### config.mk
export PLATFORM = sky130hd
export DESIGN_NAME = rgb_hue_sequencer
export DESIGN_NICKNAME = d
export VERILOG_FILES = /design/src/rtl/rgb_pkg.sv /design/src/rtl/rgb_hue_sequencer_prescaler.sv /design/src/rtl/rgb_hue_sequencer.sv
export SDC_FILE = /design/constraint.sdc
export NUM_CORES = 1
export LEC_CHECK = 0
export ABC_CLOCK_PERIOD_IN_PS = 2600
export CAP_MARGIN = 20
export CELL_PAD_IN_SITES_DETAIL_PLACEMENT = 0
export CELL_PAD_IN_SITES_GLOBAL_PLACEMENT = 1
export CORE_ASPECT_RATIO = 0.8
export CORE_MARGIN = 8
export CORE_UTILIZATION = 45
export CTS_BUF_LIST = sky130_fd_sc_hd__clkbuf_8
export CTS_CLUSTER_SIZE = 20
export DETAILED_ROUTE_END_ITERATION = 6
export GPL_ROUTABILITY_DRIVEN = 0
export PLACE_DENSITY_LB_ADDON = 0.15
export SLEW_MARGIN = 15
export SYNTH_ARGS = -nofsm -noshare
export SYNTH_HDL_FRONTEND = slang
export SYNTH_HIERARCHICAL = 1
export SYNTH_SLANG_ARGS = --single-unit
### constraint.sdc
create_clock -name clk -period 2.6 [get_ports clk]
set_clock_uncertainty 0.05 [all_clocks]
set_input_delay 0.52 -clock clk [delete_from_list [all_inputs] [get_ports clk]]
set_output_delay 0.52 -clock clk [all_outputs]
set_load 0.02 [all_outputs]
### src/rtl/rgb_pkg.sv
// Shared types and the hue-wheel duty decode used by the RGB hue sequencer.
package rgb_pkg;

  typedef enum logic [1:0] {OFF, RUN, PAUSE} hue_state_e;
  typedef logic [2:0] sector_t;

  localparam int NUM_SECTORS = 6;
  localparam int HUE_W       = 16;

  typedef struct packed {
    logic [HUE_W-1:0] r;
    logic [HUE_W-1:0] g;
    logic [HUE_W-1:0] b;
  } rgb_duty_t;

  // Decoded at HUE_W bits; narrower callers zero-extend ramp/max and keep the low bits.
  function automatic rgb_duty_t hue_to_rgb(input sector_t          sector,
                                           input logic [HUE_W-1:0] ramp,
                                           input logic [HUE_W-1:0] max_duty);
    rgb_duty_t        duty;
    logic [HUE_W-1:0] dn;
    dn   = max_duty - ramp;
    duty = '0;
    case (sector)
      3'd0:    begin duty.r = max_duty; duty.g = ramp;     end
      3'd1:    begin duty.r = dn;       duty.g = max_duty; end
      3'd2:    begin duty.g = max_duty; duty.b = ramp;     end
      3'd3:    begin duty.g = dn;       duty.b = max_duty; end
      3'd4:    begin duty.r = ramp;     duty.b = max_duty; end
      3'd5:    begin duty.r = max_duty; duty.b = dn;       end
      default: duty = '0;
    endcase
    return duty;
  endfunction

endpackage

### src/rtl/rgb_hue_sequencer_prescaler.sv
// Step prescaler: free-running divider that emits one tick every STEP_CYCLES cycles of run.
import rgb_pkg::*;

module step_prescaler #(
  parameter int STEP_CYCLES = 46875
) (
  input  logic clk,
  input  logic rst_n,
  input  logic run,
  input  logic clear,
  output logic tick
);

  localparam int              CNT_W = (STEP_CYCLES > 1) ? $clog2(STEP_CYCLES) : 1;
  localparam logic [CNT_W-1:0] LAST = CNT_W'(STEP_CYCLES - 1);

  logic [CNT_W-1:0] count;

  assign tick = run && (count == LAST);

  // Count is held (not cleared) while run is low so a pause resumes mid-step.
  always_ff @(posedge clk or negedge rst_n) begin
    if (!rst_n) begin
      count <= '0;
    end else if (clear) begin
      count <= '0;
    end else if (run) begin
      count <= (count == LAST) ? '0 : count + CNT_W'(1);
    end
  end

endmodule

### src/rtl/rgb_hue_sequencer.sv
// Walks the RGB duties around the hue wheel and commits them to the PWM only on frame_start.
// DUTY_W must not exceed rgb_pkg::HUE_W.
import rgb_pkg::*;

module rgb_hue_sequencer #(
  parameter int DUTY_W      = 8,
  parameter int STEP_CYCLES = 46875
) (
  input  logic              clk,
  input  logic              rst_n,
  input  logic              enable,
  input  logic              pause,
  input  logic              frame_start,
  output logic [DUTY_W-1:0] duty_r,
  output logic [DUTY_W-1:0] duty_g,
  output logic [DUTY_W-1:0] duty_b,
  output logic              duty_update,
  output logic              wheel_wrap,
  output logic [2:0]        sector
);

  localparam logic [DUTY_W-1:0] MAX = '1;

  hue_state_e        state;
  hue_state_e        next_state;
  logic              run_step;
  logic              clear_pos;
  logic              tick;
  logic              at_wrap;
  logic [DUTY_W-1:0] ramp;
  rgb_duty_t         shadow;
  rgb_duty_t         shadow_unused;

  step_prescaler #(
    .STEP_CYCLES(STEP_CYCLES)
  ) u_prescaler (
    .clk  (clk),
    .rst_n(rst_n),
    .run  (run_step),
    .clear(clear_pos),
    .tick (tick)
  );

  always_ff @(posedge clk or negedge rst_n) begin
    if (!rst_n) state <= OFF;
    else        state <= next_state;
  end

  // enable low always wins and drops straight to OFF.
  always_comb begin
    next_state = state;
    run_step   = (state == RUN);
    clear_pos  = (state == OFF);
    if (!enable) begin
      next_state = OFF;
    end else begin
      case (state)
        OFF:     next_state = pause ? PAUSE : RUN;
        RUN:     if (pause)  next_state = PAUSE;
        PAUSE:   if (!pause) next_state = RUN;
        default: next_state = OFF;
      endcase
    end
  end

  assign at_wrap = (ramp == MAX) && (sector == sector_t'(NUM_SECTORS - 1));

  always_ff @(posedge clk or negedge rst_n) begin
    if (!rst_n) begin
      sector     <= '0;
      ramp       <= '0;
      wheel_wrap <= 1'b0;
    end else begin
      wheel_wrap <= tick && at_wrap;
      if (clear_pos) begin
        sector <= '0;
        ramp   <= '0;
      end else if (tick) begin
        if (ramp == MAX) begin
          ramp   <= '0;
          sector <= at_wrap ? '0 : sector + 3'd1;
        end else begin
          ramp <= ramp + DUTY_W'(1);
        end
      end
    end
  end

  assign shadow        = hue_to_rgb(sector, HUE_W'(ramp), HUE_W'(MAX));
  assign shadow_unused = shadow;

  // Commit samples the pre-tick shadow, so a same-edge step shows up one frame later.
  always_ff @(posedge clk or negedge rst_n) begin
    if (!rst_n) begin
      duty_r      <= '0;
      duty_g      <= '0;
      duty_b      <= '0;
      duty_update <= 1'b0;
    end else begin
      duty_update <= frame_start;
      if (frame_start) begin
        if (state == OFF) begin
          duty_r <= '0;
          duty_g <= '0;
          duty_b <= '0;
        end else begin
          duty_r <= shadow.r[DUTY_W-1:0];
          duty_g <= shadow.g[DUTY_W-1:0];
          duty_b <= shadow.b[DUTY_W-1:0];
        end
      end
    end
  end

endmodule

==> flow_summary.ini <==
[run_status]
outcome = finished clean

[layout]
antenna_cells = 0
final_common_cell = dfrtp_1
final_cell_mix = 55 x dfrtp_1, 32 x clkdlybuf4s50_1, 27 x nand2_1, 19 x a21oi_1, 18 x o21ai_0
drive_gt1_frac = 0.0747
area_delta_synth_final_pct = 16.0
fin_util = 0.531
nFillCells = 655
final_nets = 360

[clock_tree]
cts_tree = built
cts_sinks = 55
post-cts-setup-buffer-count = 0
cts_hold_buffers = 0
cts_made_buffers = 5
cts_max_level = 2
clock-root-buffer = clkbuf_8
clk_pin_slew_ns = 0.10
clk_path_buf_depth = 2
clkLatencyLatePin_ns = 0.31
post_cts_resized = 0

[synthesis]
syn-num-nets = 340
synth_area_um2 = 3090
ys_seq_area_frac = 0.445
ys.flop_type = dfrtp_1
synth.avg_cell_area_um2 = 9.46
netlist_instances = 327
ys_types = 50
async_flop_share = 1.00
yosys_warnings = 6
ys_ff_latch = 55
synth-edff-count = 0

[critical_path]
path_max_fanout = 6
r2r_slack_ns = 0.28
r2r_end = ramp[7]
ff2ff_path_depth = 8
timing.rr.start = u_prescaler/count[0]
worst-setup-path-type = reg -> reg
arrival_ns = 2.51
worst_setup_path_start_kind = flip-flop
required_ns = 2.79
end_kind = flip-flop

[timing]
finalSetupViolations = 0
tns_ns = 0
period_needed_ns = 2.32
rsz0062_at_grt = no
relSlewSlack = 0.633
finalHoldViolations = 0
setup_ws_ns = 0.281
period_share = 0.892
finalMaxSlewViolations = 0
tightest_slew_ns = 0.551
fmax_mhz = 431

[job]
drv_cap = 0

[place]
dp_hpwl_mm = 5.16
dp_slack_ns = 0.298
io_buffers = 33

[global_routing]
first_global_vias = 2432
grt_pass1_wl_mm = 12.7
grt_remaining_overflow = 0
track_usage = 0.160
antenna_found_initial = 0
grt_max_degree = 34

[hold_path]
worstHoldPathType = in -> async

[drt]
via_count = 2492
drc = 0
drt-total-wl_mm = 7.51
antenna_left = 0
viasPerCell = 5.73
drt-pass1-iter-count = 5
drt-initial-drc-count = 205
wl_per_cell_um = 17.3

[floorplan]
io_pins = 34
die_x_um = 109
die_h_um = 90.2
core_area_um2 = 6760
dieArea_um2 = 9800
fp-row-count = 27
initial_core_util = 0.458

[pwr]
p_per_area_nw_per_um2 = 452
leakagePower_nw = 1.53
irDropWorstVdd_mv = 0.276
sequential cells by signal, indices dropped and copies added (netlist names):
signal	flops
duty_g	8
duty_update	1
sector	3
duty_b	8
wheel_wrap	1
u_prescaler/count	16
duty_r	8
state	2
ramp	8
where the power goes:
part           switching, mW  internal [mW]  leakage, nW
clock                  0.290          0.312       0.0612
combinational         0.0887         0.0525        0.714
sequential           0.00949          0.872        0.752
total                  0.388           1.24         1.53
per-stage QoR:
step | instance area, um^2 | std cells | power, mW | hold WS (ns)
3_5_place_dp | 3470 | 427 | 1.04 | 0.422
4_1_cts | 3590 | 435 | 1.65 | 0.143
5_1_grt | 3590 | 435 | 1.69 | 0.158
3_3_place_gp | 3470 | 427 | 1.04 | 0.413
2_1_floorplan | 3090 | 327 | 0.966 | 0.174
6_report | 3590 | 435 | 1.62 | 0.127
synthesized netlist by cell type, types with 4 or more instances:
master,n,area share
nor2_1,17,0.021
nand3_1,9,0.015
a31oi_1,5,0.010
o31ai_1,8,0.019
o22a_1,8,0.023
buf_2,15,0.024
a21oi_1,19,0.031
o21ai_0,18,0.029
ha_1,8,0.032
nor2b_1,11,0.022
dfrtp_1,55,0.44
nand4_1,10,0.020
o211ai_1,5,0.012
inv_1,6,0.0073
nand2_1,27,0.033
nand2b_1,8,0.016
xor2_1,11,0.031
o2bb2ai_1,16,0.045
and3_1,4,0.0081
a211oi_1,9,0.022
a211o_1,8,0.023
clkbuf_1,10,0.012
per-layer routing:
metal  vias up  wire (um)  part of all wire  GRT usage
met5         -          0                 0          0
met3         7        475             0.063     0.0378
li1       1237          -                 -          -
met1      1188       3910              0.52      0.245
met4         0         87             0.012     0.0432
met2        60       3030              0.40      0.213
worst max-delay path, stage by stage (launching register included):
cell and delay, ns:
dfrtp_1 0.44, inv_1 0.08, ha_1 0.13, nor4bb_1 0.37, nand3_1 0.18, nor2_1 0.23, nand3_1 0.12, or4_1 0.48
a31oi_1 0.17
cell families after synthesis:
| family | synth area share |
|---|---|
| AOI/OAI and AO/OA | 0.241 |
| xor gates and xnor gates | 0.0340 |
| adders and majority gates | 0.0324 |
| buffers and inverters | 0.0586 |
| DFF | 0.445 |
| muxes | 0.00324 |
| and+or+nand+nor | 0.186 |
layout make-up:
class                   instances  area (um^2)  area share
clock buffers                   6         82.6      0.0230
clock inverters                 2         35.0     0.00976
inverters                       8         30.0     0.00837
multi-input cells             233         1540       0.428
flip-flops and latches         55         1380       0.383
well taps                      87          109      0.0303
repair buffers                 44          420       0.117
worst max-delay path by stage:
stage                               startpoint   endpoint  slack (ns)  depth (start not counted)
after floorplan           u_prescaler/count[0]  sector[0]        0.52                          8
after global placement    u_prescaler/count[0]    ramp[7]        0.38                          8
after detailed placement  u_prescaler/count[0]    ramp[6]        0.30                          9
after CTS                 u_prescaler/count[0]    ramp[6]        0.27                          9
after global routing      u_prescaler/count[0]    ramp[6]      0.0004                          9
final                     u_prescaler/count[0]    ramp[7]        0.28                          8
No activity file was read; power rests on OpenSTA's default activity.
